File: config.mk
export PLATFORM = sky130hd
export DESIGN_NAME = serial_adder
export DESIGN_NICKNAME = d
export VERILOG_FILES = /design/src/rtl/serial_adder.sv
export SDC_FILE = /design/constraint.sdc
export NUM_CORES = 1
export LEC_CHECK = 0
export ABC_AREA = 1
export BUFFER_PORTS_ARGS = -buffer_cell sky130_fd_sc_hd__clkbuf_2
export CELL_PAD_IN_SITES_DETAIL_PLACEMENT = 1
export CELL_PAD_IN_SITES_GLOBAL_PLACEMENT = 2
export CORE_ASPECT_RATIO = 2
export CORE_MARGIN = 5
export CORE_UTILIZATION = 32
export DETAILED_ROUTE_END_ITERATION = 16
export HOLD_SLACK_MARGIN = 0.02
export PLACE_DENSITY_LB_ADDON = 0.05
export SETUP_SLACK_MARGIN = 0.3
export SLEW_MARGIN = 5
export SYNTH_ARGS = -nofsm -noshare
export SYNTH_HDL_FRONTEND = slang
export SYNTH_SLANG_ARGS = --single-unit
File: constraint.sdc
create_clock -name clk -period 1.4 [get_ports clk]
set_input_delay 0.35 -clock clk [delete_from_list [all_inputs] [get_ports clk]]
set_output_delay 0.35 -clock clk [all_outputs]
set_load 0.01 [all_outputs]
File: src/rtl/serial_adder.sv
// Bit-serial adder: one full-adder cell plus a carry FF, LSB first, WIDTH cycles per operation.
// Optional SERIAL_ADDER_SUB_EN adds a `sub` input that computes a-b (two's complement, carry=1 means no borrow).
module serial_adder #(
  parameter int WIDTH = 8,
  parameter int CNT_W = 6
) (
  input  logic             clk,
  input  logic             rst_n,
  input  logic             in_valid,
  output logic             in_ready,
  input  logic [WIDTH-1:0] a,
  input  logic [WIDTH-1:0] b,
  input  logic             cin,
`ifdef SERIAL_ADDER_SUB_EN
  input  logic             sub,
`endif
  output logic             out_valid,
  input  logic             out_ready,
  output logic [WIDTH-1:0] sum,
  output logic             carry,
  output logic             busy
);

  typedef enum logic [1:0] {S_IDLE, S_RUN, S_DONE} state_t;

  state_t           r_state;
  logic [WIDTH-1:0] r_sh_a;
  logic [WIDTH-1:0] r_sh_b;
  logic [WIDTH-1:0] r_sum;
  logic             r_c;
  logic [CNT_W-1:0] r_cnt;
  logic             r_in_ready;
  logic             r_out_valid;
  logic             r_busy;

  logic [WIDTH-1:0] w_b_load;
  logic             w_c_load;
  logic             w_s;
  logic             w_co;
  logic             w_last;

`ifdef SERIAL_ADDER_SUB_EN
  // Subtraction is a + ~b + 1, so the carry FF is seeded with 1.
  assign w_b_load = sub ? ~b : b;
  assign w_c_load = sub ? 1'b1 : cin;
`else
  assign w_b_load = b;
  assign w_c_load = cin;
`endif

  assign w_s    = r_sh_a[0] ^ r_sh_b[0] ^ r_c;
  assign w_co   = (r_sh_a[0] & r_sh_b[0]) | (r_sh_a[0] & r_c) | (r_sh_b[0] & r_c);
  assign w_last = (r_cnt == CNT_W'(WIDTH - 1));

  always_ff @(posedge clk or negedge rst_n) begin
    if (!rst_n) begin
      r_state     <= S_IDLE;
      r_sh_a      <= '0;
      r_sh_b      <= '0;
      r_sum       <= '0;
      r_c         <= 1'b0;
      r_cnt       <= '0;
      r_in_ready  <= 1'b1;
      r_out_valid <= 1'b0;
      r_busy      <= 1'b0;
    end else begin
      case (r_state)
        S_IDLE: begin
          if (in_valid) begin
            r_sh_a     <= a;
            r_sh_b     <= w_b_load;
            r_c        <= w_c_load;
            r_cnt      <= '0;
            r_state    <= S_RUN;
            r_in_ready <= 1'b0;
            r_busy     <= 1'b1;
          end
        end
        S_RUN: begin
          r_sh_a <= r_sh_a >> 1;
          r_sh_b <= r_sh_b >> 1;
          r_sum  <= {w_s, r_sum[WIDTH-1:1]};
          r_c    <= w_co;
          r_cnt  <= r_cnt + 1'b1;
          if (w_last) begin
            r_state     <= S_DONE;
            r_busy      <= 1'b0;
            r_out_valid <= 1'b1;
          end
        end
        S_DONE: begin
          if (out_ready) begin
            r_state     <= S_IDLE;
            r_out_valid <= 1'b0;
            r_in_ready  <= 1'b1;
          end
        end
        default: begin
          r_state     <= S_IDLE;
          r_in_ready  <= 1'b1;
          r_out_valid <= 1'b0;
          r_busy      <= 1'b0;
        end
      endcase
    end
  end

  assign in_ready  = r_in_ready;
  assign out_valid = r_out_valid;
  assign busy      = r_busy;
  assign sum       = r_sum;
  assign carry     = r_c;

endmodule

# Word level (Yosys, flattened, before mapping)
# Cells that the tools add are included.
classes:
  add_sub_neg: 1
  eq_ne: 6
  muxes: 21
  bitwise: 10
  n_reduce_logical: 7
op_table:
  columns: ["op", "count"]
  rows:
  - ["case mux 8 bit (2 select lines)", 2]
  - ["two-way mux 8 bit", 2]
  - ["case mux 6 bit (2 select lines)", 1]
  - ["AND reduction 3 bit", 4]
  - ["case mux 1 bit (3 select lines)", 3]
  - ["two-way mux 1 bit", 7]
  - ["adder 6 x 1 -> 6 bit, second input constant", 1]
  - ["equality test 6 x 3 -> 1 bit, second input constant", 1]
  - ["two-way mux 2 bit", 3]
  - ["two-way mux 6 bit", 1]
  - ["inequality test 2 bit, second input constant", 3]
  - ["case mux 2 bit (3 select lines)", 1]
  - ["bitwise AND 1 bit", 3]
  - ["NOT 1 bit", 3]
  - ["equality test 2 x 1 -> 1 bit, second input constant", 1]
  - ["equality test 2 bit, second input constant", 1]
  - ["zero test 2 bit", 1]
  - ["OR 1 bit", 2]
  - ["case mux 1 bit (2 select lines)", 1]
  - ["AND reduction 2 bit", 1]
  - ["nonzero test 2 bit", 1]
  - ["bitwise XOR 1 bit", 2]
totals:
  register_bits: 36
  in_bits: 21
  output_inout_bits: 12

# Depth between registers and ports, before layout
# Gate-level depths: netlist of the first run.
depth:
  depth_word: 4
  depth_mapped: 8

# Least setup slack after synthesis of the first run
# No wires, ideal clock.
synth_timing:
  kind: "register -> register"
  startpoint: "reg r_c (netlist: carry)"
  endpoint: "reg r_c (netlist: carry)"
  setup_time_ns: 0.120
  arrival_ns: 1.007
  setup_slack_ns: 0.272
  path_stages_with_launch: 4
  path_cell_list: "dfrtp_1 -> fa_1 -> o21ai_1 -> nand2_1"
synth_via:
  elab_chain_cells: 4
  elab_cells_between_ends: 5
synth_lines:
  columns: ["element", "line", "source"]
  rows:
  - ["start: declaration", "30", "logic r_c;"]
  - ["start signal: assignment", "72", "r_c <= w_c_load;"]
  - ["start signal: assignment", "83", "r_c <= w_co;"]
  - ["bitwise AND 1 bit", "52", "assign w_co = (r_sh_a[0] & r_sh_b[0]) | (r_sh_a[0] & r_c) | (r_sh_b[0] & r_c);"]
  - ["OR 1 bit", "52", null]
  - ["OR 1 bit *", "52", null]
  - ["case mux 1 bit (2 select lines) *", "67", "case (r_state)"]
# Mark *: on every way between the ends. The rest lies on a longest branch, timed or not.
# A chain may end at the register's enable or synchronous reset.

# Final worst setup path of the first run
layout_timing:
  startpoint: "reg r_in_ready (netlist: in_ready)"
  endpoint: "out in_ready"
layout_rtl:
  columns: ["element", "line", "source"]
  rows:
  - ["start: declaration", "32", "logic r_in_ready;"]
  - ["start signal: assignment", "63", "r_in_ready <= 1'b1;"]
  - ["start signal: assignment", "75", "r_in_ready <= 1'b0;"]
  - ["start signal: assignment", "95", "r_in_ready <= 1'b1;"]
  - ["end: declaration", "10", "output logic in_ready,"]
# No word-level cell between the ends.

==> metrics.md, run 1 <==
| Metric | Value |
|---|---|
| Run status | finished, final reports clean |
| Post-Synthesis Cell Area | around 0.0016 mm2 |
| Std-Cell Core Area | 0.004865 mm2 |
| Clk sinks | 36 |
| Fraction of registers with async set/reset | 1.000 |
| Post-Route Skew | about 0.0076 ns |
| Required time worst endpoint | between 1 and 1.5 ns |
| FF+latch count, synth | 36 |
| Final layout net count | ~270 |
| GR Util met3 | 0.02564 |
| Leading register cell type out of synthesis | dfrtp_1 |
| Pins Over Slew Limit | 0 |
| Number of buffers on the longest clock path | 2 |
| Number of remaining DRC errors | 0 |
| Routed wire length | roughly 4800 um |
| Syn Area/Cell | slightly below 9 um2 |
| Peak ir drop on the vdd network | about 0.0011 V |
| Static Leakage | roughly 1.4 nW |
| Post-layout total power | ~0.0054 W |
| Horizontal extent of the die | between 60 and 70 um |
| Destination of the worst register-to-register timing path | r_state[0]$_DFFE_PN0P_ |
| List of most frequent post-synthesis cells | nand2_1 (79), dfrtp_1 (35), nand3_1 (19), o21ai_0 (10), nor2_1 (7) |
| Worst Path Class, Setup | reg2out |
| Hold Path Sink | r_sh_b[7]$_DFFE_PN0P_ |
| M2 GR Usage | 0.2910 |
| Worst stage delay on the critical path | approximately 0.55 ns |
| Gate count of the mapped netlist | approximately 180 |
| GPL Wtd Cong | between 0.7 and 0.8 |
| Final Setup Violations | 0 |
| Launch instance of the worst min-delay path | b[7] |
| P&R area growth vs syn | 59.01% |
| TritonCTS Buffers | 5 |
| Wire length per cell | 15.64 um |
| Global routing usage summed across all routing layers | 0.1512 |
| Endpoint kind of the worst setup timing path | primary output |
| Path depth of the worst reg2reg path | 6 |
| First-pass detailed-route iteration total | 4 |
| Vias in the first global route | 1603 |
| Setup repair after global routing missed its margin | yes |
| Maximum operating frequency | around 0.8 GHz |
| Crit path DAT | around 0.93 ns |
| Setup slack, reg-to-reg | between 0.1 and 0.15 ns |
| Fraction of met1 tracks used by global routing | 0.1523 |
| Critical path buffer and inverter count | 1 |
| Row cnt | 36 |
| Die height | roughly 110 um |
| Cell chain of the critical path | buf_6 |
| EDFF count, synth | 0 |
| # Max-Cap Violations | 0 |
| Number of DRC markers after the initial detailed-route iteration | 36 |
| Warnings from Yosys | 0 |
| Worst relative slew slack | 0.7533 |
| IO Port Bufs | 32 |
| Area contributors post-synth | dfrtp_1 (54%), nand2_1 (18%), nand3_1 (5.9%) |
| Maximum number of pins on one net before global-route repair | 19 |
| Initial antenna violation count | 0 |
| CP startpoint kind | flop |
| CTS tree | yes |
| Total gr overflow | 0 |
| First-pass GRT wire length | 7458 um |
| Worst flop-to-flop path startpoint | r_state[0]$_DFFE_PN0P_ |
| Most repeated cell in the gate-level netlist after synthesis | nand2_1 |
| Maximum net fanout on the critical path | 2 |
| Maximum level of the CTS H-tree | 2 |
| Worst-Margin Slew | 0.3701 ns |
| Share of the clock period used by the worst path | 0.9115 |
| Most congested layer reported by global routing | met2 |
| Share of final-layout standard cells stronger than drive strength 1 | 0.5794 |
| Post-route setup TNS | 0 ns |
| Post-synth top area share | 0.5435 |
| Mean number of vias per cell | 4.874 |
| Worst path slowest cell | dfstp_2 |
| Cell taking the most area after synthesis | dfrtp_1 |
| Total inserted antenna cells | 0 |
| Starting density of the core | 0.3313 |
| Number of nets in the synthesized netlist | roughly 200 |
| Clock latency on the worst-skew pair | 0.29 ns |
| Cell at the root of the clock tree | clkbuf_8 |
| Placed wire-length estimate after detailed placement | about 3000 um |
| Tightest Hold Check Type | in2reg |
| Kind of cell with the highest combined delay on the critical path | flip-flops |
| Vias post-DR | between 1500 and 2000 |
| Hold violation total from the final report | 0 |
| Fin crit period | about 1.3 ns |
| Synth unique cells | 23 |
| Final ANT Viol Nets | 0 |
| P per Cell Area | 2119 mW/mm2 |
| Sequential fraction of the synthesis area | 0.5598 |
| Min-Delay Path Depth | 3 |
| Floorplan die area | 0.006641 mm2 |
| Clock transition time at the flip-flop clock pins of the worst setup and hold paths | roughly 0.070 ns |
| Total I/O pin count | 33 |
## cell type report
type	instances	area [um2]
fillers	552	2302
flip-flops and latches	36	902.1
multi-input cells	129	879.6
repair buffers	63	486.7
clock buffers	8	100.1
well taps	57	71.32
inverters	11	66.31
repair inverters	5	56.30
## cells by family (layout without fill, tap and decap cells)
group	Yosys count	in the layout	share of synthesized area
AO/OA/AOI/OAI	16	16	0.05590
AND/OR/NAND/NOR	111	111	0.2989
flip-flops	36	36	0.5598
buffers and inverters	17	87	0.06521
adder cells (fa/ha/maj)	2	2	0.02019
## placed cells by master, fill, tap and decap left out, drive strengths merged
cell / synthesis / routed
a21oi: 2 / 2
ha: 1 / 1
fa: 1 / 1
dfstp: 1 / 1
o21ai: 12 / 12
nand3: 20 / 20
nor2: 8 / 8
clkbuf: 0 / 38
dfrtp: 35 / 35
inv: 11 / 14
nand2: 81 / 81
o31ai: 2 / 2
nand4: 2 / 2
dlygate4sd3: 0 / 1
buf: 6 / 32
clkinv: 0 / 2
## state kept, by name, summed over array words and instances, names as in the netlist
| signal | cells |
|---|---|
| busy | 1 |
| sum | 8 |
| r_sh_b | 8 |
| r_sh_a | 8 |
| r_state | 2 |
| r_cnt | 6 |
| out_valid | 1 |
| in_ready | 1 |
| carry | 1 |
## worst max-delay path by stage
stage,start,to,slack [ns],cells past startpoint
6_report,in_ready$_DFFE_PN1P_,in_ready,0.12,1
5_1_grt,r_state[0]$_DFFE_PN0P_,r_cnt[1]$_DFFE_PN0P_,0.09,8
4_1_cts,in_ready$_DFFE_PN1P_,in_ready,0.09,1
3_5_place_dp,r_state[0]$_DFFE_PN0P_,r_cnt[5]$_DFFE_PN0P_,0.18,6
3_3_place_gp,r_cnt[1]$_DFFE_PN0P_,busy$_DFFE_PN0P_,0.20,8
2_1_floorplan,r_cnt[0]$_DFFE_PN0P_,busy$_DFFE_PN0P_,0.32,8
## per-layer routing
metal / up-vias / routed length (um)
met1: 764 / 1662
met4: 0 / 65
li1: 712 / -
met5: - / 0
met3: 6 / 138
met2: 24 / 2965
## power breakdown
group | switching [W] | leakage, nW | internal (W)
registers | 0.000324 | 0.459 | 0.00147
clock network | 0.000378 | 0.0515 | 0.000450
logic | 0.00149 | 0.883 | 0.00131
## repair_timing
item / in CTS / in global routing
resized for setup: 69 / 38
hold buffers: 1 / 0
buffers inserted: 13 / 11
endpoints found under the setup margin: 46 / 58
gates cloned: 4 / 1
pin swaps: 40 / 20
hold endpoints to repair: 11 / 0
## through the flow
step	worst slack, ns	instance area, um2	hold WS [ns]	cells	utilization
floorplan	0.3249	1612	0.05441	182	-
global placement	0.1995	1839	0.2885	271	0.3781
detailed placement	0.1825	1839	0.2971	271	0.3781
CTS	0.08963	2311	0.2507	297	0.4751
global route	0.08738	2562	0.2492	309	0.5267
finish	0.1239	2562	0.2585	309	0.5267
Power figures use the tool's default switching activity.
==> run 2, diff against run 1 <==
Settings changed: CORE_UTILIZATION 32 to 33, CTS_BUF_LIST set to sky130_fd_sc_hd__clkbuf_4.
==> run 2 against run 1 <==
Against the previous run: sequential share of layout area increased by 1.4 points; worst hold slack got worse by 0.061 ns; setup slack got worse by 0.074 ns; global-route usage increased by 0.22 points; register-to-register slack got worse by 0.04 ns; critical path type unchanged; critical endpoint unchanged.
==> metrics.md, run 2 (synthesis gave the netlist of run 1 again) <==
| Metric | Value |
|---|---|
| Total I/O pin count | 33 |
| Wire length per cell | ~16 um |
| Starting density of the core | 0.3344 |
| Cell at the root of the clock tree | clkbuf_4 |
| Worst Hold Slack | between 0.15 and 0.2 ns |
| Placed wire-length estimate after detailed placement | 2898 um |
| Worst stage delay on the critical path | around 0.56 ns |
| Setup repair after global routing missed its margin | yes |
| Routed wire length | between 4000 and 5000 um |
| Peak ir drop on the vdd network | ~0.0011 V |
| Portion of total power attributed to sequential cells | 0.332 |
| Horizontal extent of the die | just under 60 um |
| Clock latency on the worst-skew pair | ~0.35 ns |
| # Max-Cap Violations | 0 |
| Required time worst endpoint | approximately 1.1 ns |
| Internal power | 0.003202 W |
| Worst-Margin Slew | between 0.4 and 0.5 ns |
| Sw frac | 0.4095 |
| Number of DRC markers after the initial detailed-route iteration | 50 |
| Maximum operating frequency | 0.7406 GHz |
| Kind of cell with the highest combined delay on the critical path | flip-flops |
| Worst Path Class, Setup | reg2out |
| Number of buffers on the longest clock path | 2 |
| Most common library cell in the layout ignoring fill and taps | nand2_1 |
| Vias in the first global route | ~1600 |
| Top library cells by usage in the layout, fill and taps aside | nand2_1 (54), dfrtp_1 (35), clkbuf_2 (30) |
| Number of filler instances in the final layout | between 500 and 600 |
| Number of remaining DRC errors | 0 |
| Std-Cell Core Area | 0.004820 mm2 |
| P&R area growth vs syn | 53.11% |
| Pins Over Slew Limit | 0 |
| Floorplan die area | ~0.0065 mm2 |
| Maximum net fanout on the critical path | 2 |
| Hold violation total from the final report | 0 |
| TritonCTS Buffers | 5 |
| Maximum level of the CTS H-tree | 2 |
| Share of the clock period used by the worst path | 0.9644 |
| Final layout net count | ~280 |
| Static Leakage | ~1.3 nW |
| Total inserted antenna cells | 0 |
| Fraction of power consumed by the clock network | 0.109 |
| Initial antenna violation count | 0 |
| Crit path DAT | 1.00 ns |
| Vias post-DR | between 1000 and 1500 |
| Fin crit period | 1.350 ns |
| Total gr overflow | 0 |
| Endpoint kind of the worst setup timing path | primary output |
| First-pass detailed-route iteration total | 4 |
| Post-route setup TNS | 0 ns |
| Net switching power | ~0.0022 W |
| Part of the power in combinational logic | 0.559 |
| Cell chain of the critical path | buf_6 |
| Row cnt | 36 |
| Worst path slowest cell | dfstp_2 |
| Tightest Hold Check Type | in2reg |
| CTS tree | yes |
| Die height | roughly 110 um |
| Global routing usage summed across all routing layers | 0.1535 |
| Mean number of vias per cell | approximately 4.8 |
| Clk sinks | 36 |
| Clock transition time at the flip-flop clock pins of the worst setup and hold paths | 0.11 ns |
| CP startpoint kind | flop |
| First-pass GRT wire length | 7424 um |
| Share of final-layout standard cells stronger than drive strength 1 | 0.5315 |
| Final Setup Violations | 0 |
| IO Port Bufs | 32 |
| Final ANT Viol Nets | 0 |
| Critical path buffer and inverter count | 1 |
| Post-Route Skew | just under 0.01 ns |
| GPL Wtd Cong | between 0.7 and 0.8 |
| P per Cell Area | between 2000 and 2500 mW/mm2 |
| Maximum number of pins on one net before global-route repair | 18 |
| Worst relative slew slack | 0.7246 |
| Run status | finished, final reports clean |
-- run 2: timing repair --
item / CTS / global route
resized for setup: 57 / 30
gates cloned: 4 / 2
endpoints found under the setup margin: 44 / 68
setup buffers: 17 / 8
hold buffers: 1 / 0
hold endpoints to repair: 14 / 0
pin swaps: 5 / 10
-- run 2: layout make-up --
type | count | area [um2] | area share
inverters | 11 | 58.81 | 0.02383
well taps | 57 | 71.32 | 0.02890
repair inverters | 3 | 33.78 | 0.01369
clock inverters | 1 | 3.754 | 0.001521
repair buffers | 67 | 529.3 | 0.2145
multi-input cells | 129 | 815.8 | 0.3306
flip-flops and latches | 36 | 902.1 | 0.3656
clock buffers | 7 | 52.55 | 0.02130
-- run 2: power by group through the flow --
stage | Combinational (W) | Sequential [W] | Clock (W)
floorplan | 0.00107 | 0.00180 | 0
global placement | 0.00155 | 0.00176 | 0
detailed placement | 0.00160 | 0.00179 | 0
CTS | 0.00250 | 0.00178 | 0.000619
global route | 0.00330 | 0.00185 | 0.000663
finish | 0.00303 | 0.00180 | 0.000589
-- run 2: per-layer routing --
metal | track usage | routed length (um) | vias up
li1 | - | - | 719
met1 | 0.1494 | 1660 | 742
met2 | 0.2942 | 2937 | 26
met3 | 0.02844 | 158 | 9
met4 | 0.06969 | 122 | 0
met5 | 0 | 0 | -
-- run 2: worst paths after layout --
kind	slack, ns	depth (start not counted)	endpoint	from
worst max-delay path	0.05	1	in_ready	in_ready$_DFFE_PN1P_
worst min-delay path	0.20	3	r_sh_b[7]$_DFFE_PN0P_	b[7]
worst max register to register	0.10	7	r_sh_b[2]$_DFFE_PN0P_	r_state[0]$_DFFE_PN0P_
worst min register to register	0.50	2	r_sh_a[3]$_DFFE_PN0P_	r_sh_a[3]$_DFFE_PN0P_
max in group asynchronous	0.44	3	r_sh_a[4]$_DFFE_PN0P_	rst_n
min in group asynchronous	0.45	2	sum[2]$_DFFE_PN0P_	rst_n
-- run 2: through the flow --
step / area [um2] / util / setup WS [ns] / total power (W) / std cells
final: 2467 / 0.5119 / 0.04979 / 0.005423 / 311
after global routing: 2467 / 0.5119 / 0.01710 / 0.005808 / 311
after CTS: 2267 / 0.4704 / 0.01382 / 0.004900 / 301
after detailed placement: 1827 / 0.3790 / 0.1755 / 0.003382 / 271
after global placement: 1827 / 0.3790 / 0.1851 / 0.003311 / 271
after floorplan: 1612 / - / 0.3249 / 0.002878 / 182
==> run 3, diff against run 2 <==
Settings changed: CORE_MARGIN 5 to not set.
==> run 3 against run 2 <==
Against the previous run: critical path depth unchanged; sequential cell count did not move; highest routed layer unchanged; clock skew about the same; count of clock-buffer cells in the layout unchanged; critical endpoint unchanged; first-iteration DRC count fell by 78%; routed wire length shrank 1.8%; via count fell by 0.53%; design area grew 0.61%; cell count fell by 1.9%.
==> metrics.md, run 3 (synthesis gave the netlist of run 1 again) <==
| Metric | Value |
|---|---|
| Total inserted antenna cells | 0 |
| Worst-Margin Slew | between 0.3 and 0.4 ns |
| Routed wire length | ~4800 um |
| Number of remaining DRC errors | 0 |
| Horizontal extent of the die | just over 50 um |
| Crit path DAT | 1.01 ns |
| CTS tree | yes |
| First-pass GRT wire length | around 7500 um |
| Total gr overflow | 0 |
| Wire length per cell | 15.71 um |
| Cell at the root of the clock tree | clkbuf_4 |
| Cell chain of the critical path | buf_6 |
| Total I/O pin count | 33 |
| Row cnt | 35 |
| Worst Hold Slack | 0.2041 ns |
| Floorplan die area | between 0.005 and 0.006 mm2 |
| Net switching power | between 0.002 and 0.0025 W |
| Post-Route Skew | 0.009762 ns |
| Global routing usage summed across all routing layers | 0.1982 |
| Top library cells by usage in the layout, fill and taps aside | nand2_1 (50), dfrtp_1 (35), clkbuf_2 (31) |
| CP startpoint kind | flop |
| P&R area growth vs syn | 54.04% |
| Final Setup Violations | 0 |
| Final layout net count | about 270 |
| Cell area after placement | between 0.0015 and 0.002 mm2 |
| Clk sinks | 36 |
| Mean number of vias per cell | roughly 4.9 |
| Starting density of the core | 0.3472 |
| Maximum number of pins on one net before global-route repair | 18 |
| Critical path buffer and inverter count | 1 |
| Sw frac | 0.4260 |
| Required time worst endpoint | ~1.1 ns |
| Most common library cell in the layout ignoring fill and taps | nand2_1 |
| Worst Path Class, Setup | reg2out |
| Maximum net fanout on the critical path | 2 |
| Share of final-layout standard cells stronger than drive strength 1 | 0.5680 |
| Endpoint kind of the worst setup timing path | primary output |
| Run status | finished, final reports clean |
| Part of the power in combinational logic | 0.553 |
| First-pass detailed-route iteration total | 3 |
| Number of DRC markers after the initial detailed-route iteration | 11 |
| Pins Over Slew Limit | 0 |
| Worst stage delay on the critical path | between 0.5 and 0.6 ns |
| Number of buffers on the longest clock path | 2 |
| Maximum level of the CTS H-tree | 2 |
| Clock latency on the worst-skew pair | 0.35 ns |
| Static Leakage | 1.369 nW |
| IO Port Bufs | 32 |
| Vias post-DR | 1488 |
| Placed wire-length estimate after detailed placement | roughly 2900 um |
| Maximum operating frequency | around 0.74 GHz |
| GPL Wtd Cong | a little over 0.7 |
| Setup repair after global routing missed its margin | yes |
| Fin crit period | 1.359 ns |
| Final ANT Viol Nets | 0 |
| Tightest Hold Check Type | in2reg |
| Initial antenna violation count | 0 |
| Fraction of power consumed by the clock network | 0.110 |
| Portion of total power attributed to sequential cells | 0.338 |
| Total non-filler cell area in the finished layout | between 0.002 and 0.0025 mm2 |
| Kind of cell with the highest combined delay on the critical path | flip-flops |
| TritonCTS Buffers | 5 |
| Worst relative slew slack | 0.7778 |
| Share of the clock period used by the worst path | 0.9704 |
| Internal power | 0.003102 W |
| Post-route setup TNS | 0 ns |
| Die height | 100.8 um |
| Vias in the first global route | ~1600 |
| # Max-Cap Violations | 0 |
| Worst path slowest cell | dfstp_2 |
| Std-Cell Core Area | around 0.0046 mm2 |
| P per Cell Area | 2177 mW/mm2 |
| Peak ir drop on the vdd network | between 0.0009 and 0.001 V |
| Hold violation total from the final report | 0 |
| Clock transition time at the flip-flop clock pins of the worst setup and hold paths | 0.11 ns |
run 3: layout make-up:
type                            count  area (um2)
Clock buffer                        7       52.55
Clock inverter                      1       3.754
Fill cell                         540        2160
Inverter                           11       66.31
Multi-Input combinational cell    129       893.4
Sequential cell                    36       902.1
Tap cell                           55       68.82
Timing Repair Buffer               63       456.7
Timing Repair inverter              3       38.79
run 3: repair_timing:
action                                  4_1_cts  5_1_grt
endpoints found under the hold margin        10        0
endpoints found under the setup margin       42       47
hold buffers                                  1        0
cloned                                        4        1
pin swaps                                     7        6
buffers inserted                             12        9
resized for setup                            65       45
run 3: per-layer routing:
metal  track usage  wire [um]  vias up  share of wire
met4       0.08108         99        0          0.021
met3       0.03167        100        8          0.021
li1              -          -      715              -
met1        0.1971       1663      739           0.35
met5             0          0        -              0
met2        0.3836       2929       26           0.61
run 3: worst paths after layout:
path                                        startpoint                endpoint  slack [ns]  depth (start not counted)
worst min register to register   r_sh_b[4]$_DFFE_PN0P_   r_sh_b[4]$_DFFE_PN0P_        0.50                          2
worst max-delay path              in_ready$_DFFE_PN1P_                in_ready        0.04                          1
max in group asynchronous                        rst_n   r_sh_b[5]$_DFFE_PN0P_        0.41                          3
worst max register to register  r_state[0]$_DFFE_PN0P_    r_cnt[3]$_DFFE_PN0P_        0.19                          6
min in group asynchronous                        rst_n      sum[5]$_DFFE_PN0P_        0.41                          2
worst min-delay path                         out_ready  r_state[1]$_DFFE_PN0P_        0.20                          2
run 3: power groups by stage:
stage               registers (W)  clock network (W)  logic [W]
finish                    0.00183           0.000592    0.00299
global route              0.00188           0.000655    0.00327
CTS                       0.00179           0.000616    0.00233
detailed placement        0.00179                  0    0.00161
global placement          0.00177                  0    0.00154
floorplan                 0.00180                  0    0.00107
run 3: per-stage QoR:
step,worst slack (ns),power [W],cells,utilization
floorplan,0.3249,0.002878,182,-
global placement,0.2289,0.003309,270,0.3946
detailed placement,0.1898,0.003399,270,0.3946
CTS,0.01470,0.004738,295,0.4801
global route,0.0009854,0.005802,305,0.5348
finish,0.04140,0.005405,305,0.5348
